$ cat src/rtl/framing_ctrl_if.sv
// Sample-stream and framing-memory signals of the MFCC framing controller.
// master = the controller, slave = its environment (source, sink and memory).
interface framing_ctrl_if #(
    parameter int BITS = 12,
    parameter int AW   = 7
);
    logic            in_valid;
    logic            in_ready;
    logic [BITS-1:0] in_data;
    logic            mem_wen;
    logic [AW-1:0]   mem_a;
    logic [BITS-1:0] mem_d;
    logic [BITS-1:0] mem_q;
    logic            out_valid;
    logic            out_ready;
    logic [BITS-1:0] out_data;
    logic            out_first;
    logic            out_last;

    modport master (
        input  in_valid, in_data, mem_q, out_ready,
        output in_ready, mem_wen, mem_a, mem_d,
        output out_valid, out_data, out_first, out_last
    );

    modport slave (
        output in_valid, in_data, mem_q, out_ready,
        input  in_ready, mem_wen, mem_a, mem_d,
        input  out_valid, out_data, out_first, out_last
    );
endinterface

$ cat src/rtl/framing_ctrl.sv
// Framing controller: writes samples into a circular framing memory and, every HOP
// new samples, streams back one FRAME_LEN frame oldest-first to the windowing stage.
module framing_ctrl #(
    parameter int BITS      = 12,
    parameter int FRAME_LEN = 128,
    parameter int HOP       = 64
) (
    input  logic           clk,
    input  logic           rst_n,
    framing_ctrl_if.master bus
);
    localparam int AW = $clog2(FRAME_LEN);
    localparam int CW = $clog2(FRAME_LEN + 1);

    localparam logic [0:0] FILL = 1'b0;
    localparam logic [0:0] READ = 1'b1;

    logic [0:0]      state;
    logic [AW-1:0]   wr_ptr;
    logic [AW-1:0]   rd_ptr;
    logic [AW-1:0]   wr_ptr_nxt;
    logic [CW-1:0]   new_cnt;
    logic [CW-1:0]   new_cnt_nxt;
    logic [CW-1:0]   rd_cnt;
    logic            primed;
    logic            out_valid;
    logic            out_first;
    logic            out_last;
    logic [BITS-1:0] out_data;
    logic            accept;
    logic            trigger;
    logic            load;
    logic            last_hs;

    always_comb begin
        accept      = (state == FILL) && bus.in_valid;
        wr_ptr_nxt  = wr_ptr + AW'(1);
        new_cnt_nxt = new_cnt + CW'(1);
        // Until the memory holds one full frame, the first frame waits for FRAME_LEN samples.
        trigger     = accept && (primed ? (new_cnt_nxt == CW'(HOP))
                                        : (new_cnt_nxt == CW'(FRAME_LEN)));
        load        = (state == READ) && (!out_valid || bus.out_ready)
                      && (rd_cnt < CW'(FRAME_LEN));
        last_hs     = out_valid && bus.out_ready && out_last;
    end

    always_comb begin
        bus.in_ready = (state == FILL);
        bus.mem_wen  = accept;
        bus.mem_a    = (state == FILL) ? wr_ptr : rd_ptr;
        bus.mem_d    = bus.in_data;
    end

    assign bus.out_valid = out_valid;
    assign bus.out_data  = out_data;
    assign bus.out_first = out_first;
    assign bus.out_last  = out_last;

    always_ff @(posedge clk or negedge rst_n) begin
        if (!rst_n) begin
            state     <= FILL;
            wr_ptr    <= '0;
            rd_ptr    <= '0;
            new_cnt   <= '0;
            rd_cnt    <= '0;
            primed    <= 1'b0;
            out_valid <= 1'b0;
            out_first <= 1'b0;
            out_last  <= 1'b0;
            out_data  <= '0;
        end else begin
            if (accept) begin
                wr_ptr  <= wr_ptr_nxt;
                new_cnt <= trigger ? '0 : new_cnt_nxt;
                if (trigger) begin
                    primed <= 1'b1;
                    state  <= READ;
                    // The slot just past the newest sample holds the oldest one.
                    rd_ptr <= wr_ptr_nxt;
                    rd_cnt <= '0;
                end
            end

            // Output register reloads on the same edge it hands off, so there is no bubble.
            if (load) begin
                out_data  <= bus.mem_q;
                out_valid <= 1'b1;
                out_first <= (rd_cnt == '0);
                out_last  <= (rd_cnt == CW'(FRAME_LEN - 1));
                rd_ptr    <= rd_ptr + AW'(1);
                rd_cnt    <= rd_cnt + CW'(1);
            end else if (out_valid && bus.out_ready) begin
                out_valid <= 1'b0;
            end

            if (last_hs) begin
                state <= FILL;
            end
        end
    end
endmodule
$ cat src/flat_wrapper.sv
// flat-port wrapper written by rule: the top's interface ports become plain ports
module framing_ctrl_flat 
#(
    parameter int BITS      = 12,
    parameter int FRAME_LEN = 128,
    parameter int HOP       = 64
)
  (clk, rst_n, bus_in_valid, bus_in_data, bus_mem_q, bus_out_ready, bus_in_ready, bus_mem_wen, bus_mem_a, bus_mem_d, bus_out_valid, bus_out_data, bus_out_first, bus_out_last);
  framing_ctrl_if #(.BITS(BITS)) bus_i ();
  input  logic clk;
  input  logic rst_n;
  input wire logic [$bits(bus_i.in_valid)-1:0] bus_in_valid;
  input wire logic [$bits(bus_i.in_data)-1:0] bus_in_data;
  input wire logic [$bits(bus_i.mem_q)-1:0] bus_mem_q;
  input wire logic [$bits(bus_i.out_ready)-1:0] bus_out_ready;
  output wire logic [$bits(bus_i.in_ready)-1:0] bus_in_ready;
  output wire logic [$bits(bus_i.mem_wen)-1:0] bus_mem_wen;
  output wire logic [$bits(bus_i.mem_a)-1:0] bus_mem_a;
  output wire logic [$bits(bus_i.mem_d)-1:0] bus_mem_d;
  output wire logic [$bits(bus_i.out_valid)-1:0] bus_out_valid;
  output wire logic [$bits(bus_i.out_data)-1:0] bus_out_data;
  output wire logic [$bits(bus_i.out_first)-1:0] bus_out_first;
  output wire logic [$bits(bus_i.out_last)-1:0] bus_out_last;
  assign bus_i.in_valid = bus_in_valid;
  assign bus_i.in_data = bus_in_data;
  assign bus_i.mem_q = bus_mem_q;
  assign bus_i.out_ready = bus_out_ready;
  assign bus_in_ready = bus_i.in_ready;
  assign bus_mem_wen = bus_i.mem_wen;
  assign bus_mem_a = bus_i.mem_a;
  assign bus_mem_d = bus_i.mem_d;
  assign bus_out_valid = bus_i.out_valid;
  assign bus_out_data = bus_i.out_data;
  assign bus_out_first = bus_i.out_first;
  assign bus_out_last = bus_i.out_last;
  framing_ctrl #(.BITS(BITS), .FRAME_LEN(FRAME_LEN), .HOP(HOP)) u_core (.clk(clk), .rst_n(rst_n), .bus(bus_i));
endmodule
$ cat config.mk
export PLATFORM = sky130hd
export DESIGN_NAME = framing_ctrl_flat
export DESIGN_NICKNAME = d
export VERILOG_FILES = /design/src/rtl/framing_ctrl_if.sv /design/src/rtl/framing_ctrl.sv /design/src/flat_wrapper.sv
export SDC_FILE = /design/constraint.sdc
export NUM_CORES = 1
export LEC_CHECK = 0
export CELL_PAD_IN_SITES_DETAIL_PLACEMENT = 0
export CELL_PAD_IN_SITES_GLOBAL_PLACEMENT = 1
export CORE_UTILIZATION = 51
export DETAILED_ROUTE_END_ITERATION = 6
export DONT_BUFFER_PORTS = 1
export GPL_TIMING_DRIVEN = 1
export PLACE_DENSITY = 0.84
export SYNTH_ARGS = -nofsm -noshare
export SYNTH_HDL_FRONTEND = slang
export SYNTH_SLANG_ARGS = --single-unit
$ cat constraint.sdc
create_clock -name clk -period 5.2 [get_ports clk]
set_clock_uncertainty 0.05 [all_clocks]
set_input_delay 0.26 -clock clk [delete_from_list [all_inputs] [get_ports clk]]
set_output_delay 0.26 -clock clk [all_outputs]
set_load 0.01 [all_outputs]
; Word level (Yosys, flattened, before mapping)
; Cells that the tools add are included.
[op_classes]
add_sub_neg = 4
n_lt_le_gt_ge = 1
n_eq_ne = 3
mux = 14
n_bitwise = 1
n_reduce_logical = 17
[op_table]
columns = cell, count
row1 = $mux 8, 4
row2 = $mux 7, 4
row3 = $add 8x1->8 const B, 2
row4 = $eq 8x7->1 const B, 2
row5 = $add 7x1->7 const B, 2
row6 = $reduce_bool 2->1, 5
row7 = $eq 8x8->1 const B, 1
row8 = $logic_not 8->1, 1
row9 = $lt 8x8->1 const B, 1
row10 = $logic_and 1x1->1, 6
row11 = $mux 1, 6
row12 = $reduce_and 2->1, 3
row13 = $logic_not 1->1, 1
row14 = $logic_or 1x1->1, 1
row15 = $not 1->1, 1
[totals]
register_bits = 47
output_inout_bits = 36
word_cells = 50

; Logic depth before layout (Yosys ltp)
; Gate-level depths: netlist (run 1).
[depth]
ltp_word = 7
depth_mapped = 8

; Worst setup path before layout (run 1)
; No wires, ideal clock.
[synth_timing]
path_type = register to register
start = register u_core.new_cnt[0]
end = register u_core.rd_ptr[4]
setup_time_ns = 0.126
t_arrival_ns = 1.759
path_slack_ns = 3.264
stages_incl_launch_ff = 6
path_buffers = 0
synth_period_minus_slack_ns = 1.936
cell_sequence = dfrtp_1 -> ha_1 -> or3_1 -> nand4_1 -> nand2_2 -> a311o_1
[synth_between]
elab_chain_cells = 6
elab_cells_between_ends = 7
[synth_lines]
columns = element, line
row1 = from (decl), framing_ctrl.sv:22  ; logic [CW-1:0] new_cnt;
row2 = from (signal assigned), framing_ctrl.sv:74  ; new_cnt <= trigger ? '0 : new_cnt_nxt;
row3 = $add 8x1->8 (*), framing_ctrl.sv:38  ; new_cnt_nxt = new_cnt + CW'(1);
row4 = $eq 8x8->1 / $eq 8x7->1 (equally long branches), "framing_ctrl.sv:41, framing_ctrl.sv:40"
row5 = $mux 1 (*), framing_ctrl.sv:40  ; trigger = accept && (primed ? (new_cnt_nxt == CW'(HOP))
row6 = $logic_and 1x1->1 (*), framing_ctrl.sv:40
row7 = $reduce_bool 2->1 (no line) (*), n/a
row8 = $reduce_and 2->1 (no line) (*), n/a
row9 = to (signal assigned), framing_ctrl.sv:79  ; rd_ptr <= wr_ptr_nxt;
row10 = to (signal assigned), framing_ctrl.sv:90  ; rd_ptr <= rd_ptr + AW'(1);
row11 = to (decl), framing_ctrl.sv:20  ; logic [AW-1:0] rd_ptr;
; Mark *: on every way between the ends. The rest lies on a longest branch, timed or not.
; A chain may end at the register's enable or synchronous reset.

; Worst setup path in the final report (run 1)
[layout_timing]
start = register u_core.state
end = register u_core.rd_ptr[4]
[layout_between]
elab_chain_cells = 5
elab_cells_between_ends = 9
[layout_lines]
columns = element, line
row1 = from (decl), framing_ctrl.sv:18  ; logic [0:0] state;
row2 = from (signal assigned), framing_ctrl.sv:61  ; state <= FILL;
row3 = from (signal assigned), framing_ctrl.sv:77  ; state <= READ;
row4 = from (signal assigned), framing_ctrl.sv:97  ; state <= FILL;
row5 = $not 1->1 (*), n/a
row6 = net bus_in_ready, flat_wrapper.sv:16  ; output wire logic [$bits(bus_i.in_ready)-1:0] bus_in_ready;
row7 = $logic_and 1x1->1 (*), framing_ctrl.sv:36  ; accept = (state == FILL) && bus.in_valid;
row8 = net bus_mem_wen, flat_wrapper.sv:17  ; output wire logic [$bits(bus_i.mem_wen)-1:0] bus_mem_wen;
row9 = $logic_and 1x1->1, framing_ctrl.sv:40
row10 = $reduce_bool 2->1 (no line), n/a
row11 = $reduce_and 2->1 (no line) (*), n/a
; Mark *: on every way through the listed nets, which the timed path passes. The rest lies on a longest branch.

==> out/qor.yml, run 1 <==
route:
  via_per_inst: 5.64
  drtIter0Drc: 136
  wl_mm: 5.04
  vias: 1866
  post_drt_wl_per_cell_um: 15.2
  drtPass1Iterations: 4
  route.detailed.drc: 0
  final_antenna_net_count: 0
place:
  detailed_place_hpwl_mm: 3.40
  numPortBuffers: 0
  pre_cts_slack_ps: 2790
  placement.cell_area_sq_mm: 0.00253
  routabilityCongestion: 0.785
clock_tree:
  cts_tree: "yes"
  holdBufCountCts: 2
  cts_post_setup_buffers_inserted: 0
  clock_input_transition_at_the_sequential_cells_of_the_worst_setup_and_hold_paths_ps: 90
  cts-root-to-sink-buffers: 2
  cts_resized: 0
  tritoncts_buffer_count: 5
  h-tree-depth: 2
  clock-root-buffer: "clkbuf_8"
  clock_sinks: 47
  clock_insertion_delay_at_the_later_pin_of_the_skew_report_ps: 300
floorplan:
  chipWidth_um: 73.1
  placementRows: 25
  core_sq_mm: 0.00479
  floorplan.die.height_um: 73.1
  initial_core_util: 0.539
  dieArea_sq_mm: 0.00535
  io_pins: 64
layout:
  final_util: 0.564
  post_route_cells_drive_above_1_share: 0.117
  filler_instances: 440
  final_cell_area_sq_mm: 0.00270
  mostFrequentLayoutCells: "nand2_1, dfrtp_1, nand3_1"
  mostFrequentLayoutCell: "nand2_1"
  antennaDiodeCount: 0
  flow.area_growth_from_synthesis_pct: 4.70
  finish.net_count: 296
run:
  max_capacitance_violation_total: 0
sta:
  final.period_utilization: 0.466
  final.setup.tns_ps: 0
  report.final.hold_viol_count: 0
  final-max-slew-violation-count: 0
  timing_worst_slew_pin_value_ps: 1040
  setup_viol: 0
  unrepaired_setup_endpoints_after_global_routing: "false"
  post-route-worst-setup-slack_ps: 2780
  clock.fmax_mhz: 413
  slew_headroom: 0.309
  finalWorstPathRequiredPeriod_ps: 2420
yosys:
  synth-edff-count: 0
  ys_async_sr_fraction: 1.00
  ys.warnings.count: 0
  synth_adder_area_share: 0.0242
  fraction_of_synthesized_cell_area_in_xor_and_xnor_cells: 0.0577
  syn_nets: 309
  post_synth_num_cell_types: 55
  postSynth.topFlopCell: "dfrtp_1"
  main_combinational_cell_family_by_area_after_synthesis: "simple AND/OR/NAND/NOR gates"
  register_bit_count_reported_by_yosys: 47
  syn_avg_cell_area_sq_um: 9.35
  synth_cell_area_sq_mm: 0.00258
  synthSimpleGateAreaFrac: 0.231
  synth.mux.area_fraction: 0.0344
  postSynthCellCount: 276
  synth_compound_gate_area_share: 0.129
  yosysSeqAreaShare: 0.456
power_and_ir_drop:
  p_per_area_mw_per_mm2: 373
  leakage_nw: 1.20
  fin_total_pwr_mw: 1.01
  vdd_ir_drop_max_v: 0.000173
setup_path:
  cp_data_required_time_ps: 5330
  worst-path-max-fanout: 12
  worst_ep_arrival_time_ps: 2560
  worst_setup_path_end_kind: "flip-flop"
  setup.worst_path.class: "reg2reg"
  critical_path_source_type: "flip-flop"
grt:
  grt_start_max_net_pins: 48
  gr-total-overflow: 0
  vias_in_the_first_global_route: 1725
  grt_first_pass_wirelength_mm: 8.23
  initial_antenna_violation_count: 0
  grt_util_all_layers: 0.201
run_status:
  run_status: "finished, final reports clean"
min_path:
  timing.hold.worst.class: "in2reg"
[synth_stat cells, types with 2 or more instances]
| cell type | instances | area, sq um |
|---|---|---|
| xor2_1 | 7 | 61.3 |
| xnor2_1 | 10 | 87.6 |
| o211a_1 | 2 | 20.0 |
| nor2_1 | 13 | 48.8 |
| and3_1 | 4 | 25.0 |
| buf_1 | 3 | 11.3 |
| clkbuf_1 | 5 | 18.8 |
| o311a_1 | 2 | 20.0 |
| nor3_1 | 4 | 20.0 |
| nand2_1 | 67 | 251 |
| inv_1 | 6 | 22.5 |
| dfrtp_1 | 47 | 1180 |
| and2_1 | 3 | 18.8 |
| buf_4 | 14 | 105 |
| a21oi_1 | 6 | 30.0 |
| a31oi_1 | 4 | 25.0 |
| mux2_2 | 7 | 78.8 |
| or3_1 | 2 | 12.5 |
| o21ai_0 | 7 | 35.0 |
| nand4_1 | 5 | 31.3 |
| a32oi_1 | 2 | 17.5 |
| nand2b_1 | 4 | 25.0 |
| nand2_2 | 2 | 12.5 |
| o21a_1 | 2 | 15.0 |
| nand3_1 | 14 | 70.1 |
| ha_1 | 5 | 62.6 |
[state kept, by name, indices dropped and copies added, names as in the netlist]
signal                count
u_core.bus.out_first      1
u_core.bus.out_valid      1
u_core.bus.out_data      12
u_core.primed             1
u_core.rd_ptr             7
u_core.bus.out_last       1
u_core.rd_cnt             8
u_core.state              1
u_core.new_cnt            8
u_core.wr_ptr             7
[cell type report]
| type | instances | area, sq um | share of cell area |
|---|---|---|---|
| timing repair buffer | 3 | 45.0 | 0.0167 |
| tap | 67 | 83.8 | 0.0310 |
| sequential | 47 | 1180 | 0.435 |
| clock buffer | 5 | 68.8 | 0.0255 |
| inverter | 7 | 26.3 | 0.00973 |
| multi-input combinational | 199 | 1230 | 0.457 |
| clock inverter | 3 | 67.6 | 0.0250 |
[power breakdown]
part | internal (mW) | switching (mW)
Clock | 0.192 | 0.130
Combinational | 0.0891 | 0.0961
Sequential | 0.423 | 0.0777
[path summary, 6_finish.rpt]
check / start / to / cells after the start / slack (ps)
worst min-delay path: bus_mem_q[0] / u_core.bus.out_data[0] / 2 / 9
min in group asynchronous: rst_n / u_core.new_cnt[0] / 2 / 420
worst min register to register: u_core.rd_cnt[7] / u_core.bus.out_first / 1 / 440
worst max-delay path: u_core.state / u_core.rd_ptr[4] / 7 / 2780
max in group asynchronous: rst_n / u_core.bus.out_data[2] / 2 / 4480
worst max register to register: u_core.state / u_core.rd_ptr[4] / 7 / 2780
[per-layer routing]
| metal | vias to the layer above | part of all wire | GRT usage |
|---|---|---|---|
| met5 | - | 0 | 0 |
| met4 | 0 | 0.013 | 0.0610 |
| met3 | 7 | 0.051 | 0.0428 |
| li1 | 913 | - | - |
| met2 | 47 | 0.42 | 0.296 |
| met1 | 899 | 0.51 | 0.297 |
[kinds of logic after synthesis]
group,Yosys count
and+or+nand+nor,127
DFF,47
AOI/OAI and AO/OA,42
buffers and inverters,30
xor gates and xnor gates,17
muxes,8
adders and majority gates,5
[critical path, stage by stage, from the launching register on]
cell and delay, ps:
dfrtp_1 540, inv_2 170, nand2_2 140, inv_1 360, and3_4 290, o211a_2 270
nand2_2 120, a311o_1 370
[stage by stage]
stage,hold WS [ps],std cells
after floorplan,-85.6,276
after global placement,-84.1,321
after detailed placement,-84.0,321
after CTS,2.34,331
after global routing,2.91,331
final,9.44,331
No activity file was read; power rests on OpenSTA's default activity.
==> run 2: changes to the inputs <==
--- a/config.mk
+++ b/config.mk
@@ -7,11 +7,11 @@
 export LEC_CHECK = 0
 export CELL_PAD_IN_SITES_DETAIL_PLACEMENT = 0
 export CELL_PAD_IN_SITES_GLOBAL_PLACEMENT = 1
-export CORE_UTILIZATION = 51
+export CORE_UTILIZATION = 43
 export DETAILED_ROUTE_END_ITERATION = 6
 export DONT_BUFFER_PORTS = 1
 export GPL_TIMING_DRIVEN = 1
-export PLACE_DENSITY = 0.84
+export PLACE_DENSITY = 0.76
 export SYNTH_ARGS = -nofsm -noshare
 export SYNTH_HDL_FRONTEND = slang
 export SYNTH_SLANG_ARGS = --single-unit
==> constraint.sdc (replaced) <==
create_clock -name clk -period 1.98 [get_ports clk]
set_clock_uncertainty 0.05 [all_clocks]
set_input_delay 0.099 -clock clk [delete_from_list [all_inputs] [get_ports clk]]
set_output_delay 0.099 -clock clk [all_outputs]
set_load 0.01 [all_outputs]
==> out/qor.yml, run 2 (synthesis results as in run 1) <==
setup_path:
  setup.worst_path.class: "reg2reg"
  worst_r2r_endpoint: "u_core.rd_ptr[4]"
  crit_start: "u_core.new_cnt[0]"
  worst_ep_arrival_time_ps: 2050
  rrSetupSlack_ps: 70
  worst-r2r-cell-count: 6
  worst_r2r_startpoint: "u_core.new_cnt[0]"
  cp_data_required_time_ps: 2120
  critPathCapture: "u_core.rd_ptr[4]"
  critical_path_source_type: "flip-flop"
  worst-path-max-fanout: 7
  worst_setup_path_end_kind: "flip-flop"
clock_tree:
  tritoncts_buffer_count: 5
  clock_insertion_delay_at_the_later_pin_of_the_skew_report_ps: 300
  clock_sinks: 47
  cts-root-to-sink-buffers: 2
  h-tree-depth: 2
  clock-root-buffer: "clkbuf_8"
  clock_input_transition_at_the_sequential_cells_of_the_worst_setup_and_hold_paths_ps: 90
  cts_tree: "yes"
sta:
  final-max-slew-violation-count: 0
  setup_viol: 0
  slew_headroom: 0.634
  final.period_utilization: 0.965
  clock.fmax_mhz: 524
  unrepaired_setup_endpoints_after_global_routing: "true"
  post-route-worst-setup-slack_ps: 69.9
  report.final.hold_viol_count: 0
  timing_worst_slew_pin_value_ps: 549
  finalWorstPathRequiredPeriod_ps: 1910
layout:
  antennaDiodeCount: 0
  flow.area_growth_from_synthesis_pct: 15.6
  top_register: "u_core.bus.out_data"
  biggest_regs: "u_core.bus.out_data (12), u_core.new_cnt (8), u_core.rd_cnt (8)"
  post_route_cells_drive_above_1_share: 0.181
  final_util: 0.528
  finish.net_count: 325
  mostFrequentLayoutCells: "nand2_1, dfrtp_1, buf_4"
  max_ffs_per_register: 12
  mostFrequentLayoutCell: "nand2_1"
route:
  final_antenna_net_count: 0
  via_per_inst: 5.43
  drtIter0Drc: 127
  wl_mm: 5.61
  route.detailed.drc: 0
  drtPass1Iterations: 4
  post_drt_wl_per_cell_um: 15.4
  vias: 1981
run:
  max_capacitance_violation_total: 0
grt:
  grt_first_pass_wirelength_mm: 9.18
  global_route.usage.met3: 0.0617
  use_met2: 0.274
  grt_start_max_net_pins: 48
  grt_util_all_layers: 0.189
  grt_most_used_layer: "met2"
  globalRouteMet1Util: 0.267
  gr-total-overflow: 0
  initial_antenna_violation_count: 0
  vias_in_the_first_global_route: 1885
min_path:
  timing.hold.worst.class: "in2reg"
floorplan:
  chipWidth_um: 79.5
  placementRows: 27
  initial_core_util: 0.457
  core_sq_mm: 0.00564
  floorplan.die.height_um: 79.5
  io_pins: 64
  dieArea_sq_mm: 0.00631
place:
  numPortBuffers: 0
  pre_cts_slack_ps: 12.9
  routabilityCongestion: 0.831
  detailed_place_hpwl_mm: 3.88
power_and_ir_drop:
  p_per_area_mw_per_mm2: 907
  vdd_ir_drop_max_v: 0.000374
  leakage_nw: 1.33
run_status:
  run_status: "finished, final reports clean"
## run 2: cell types whose count changed in the layout (fill, tap and decap cells not counted), moves of 2 or more
| cell | previous run | this run |
|---|---|---|
| dlygate4sd3_1 | 1 | 14 |
| buf_4 | 1 | 17 |
| dfrtp_1 | 47 | 45 |
| dfrtp_2 | 0 | 2 |
## run 2: critical path: stages, from the launching register on
cell and delay (ps):
dfrtp_2 430, ha_2 250, buf_4 140, and3_4 220, o211a_2 240, nand2_2 110, a311o_1 360
## run 2: what timing repair did
item,in CTS,in global routing
setup buffers,0,2
endpoints found under the setup margin,3,16
pin swaps,0,2
resized for setup,1,6
hold endpoints to repair,61,0
hold buffers,15,0
## run 2: report_power, final
group | switching, mW | internal (mW) | total [mW]
combinational | 0.267 | 0.263 | 0.530
clock | 0.345 | 0.512 | 0.858
sequential | 0.205 | 1.11 | 1.32
## run 2: per-layer routing
metal,part of all wire,wire length [um],up-vias
met5,0,0,-
met4,0.0073,41,0
met3,0.073,410,6
met2,0.44,2460,67
met1,0.48,2690,934
li1,-,-,974
## run 2: final cells by class
cell class	count	area, sq um
timing repair buffer	32	295
fill	509	2660
multi-input combinational	199	1250
sequential	47	1180
clock buffer	5	68.8
clock inverter	3	71.3
inverter	7	26.3
tap	72	90.1
## run 2: worst min path at each step
stage / start / endpoint / cells past startpoint
2_1_floorplan: rst_n / u_core.bus.out_data[0] / 0
3_3_place_gp: rst_n / u_core.primed / 0
3_5_place_dp: rst_n / u_core.primed / 0
4_1_cts: bus_in_valid / u_core.wr_ptr[1] / 4
5_1_grt: bus_in_valid / u_core.wr_ptr[1] / 4
6_report: bus_in_valid / u_core.wr_ptr[1] / 4
## run 2: stage by stage
step	instance area (sq um)	setup TNS [ps]	hold WS [ps]	std cells	power (mW)
floorplan	2580	0	-247	276	1.69
detailed placement	2640	0	-244	340	1.80
finish	2980	0	113	365	2.70
global route	2980	-32.4	121	365	2.85
CTS	2950	0	116	363	2.71
global placement	2640	0	-245	340	1.78
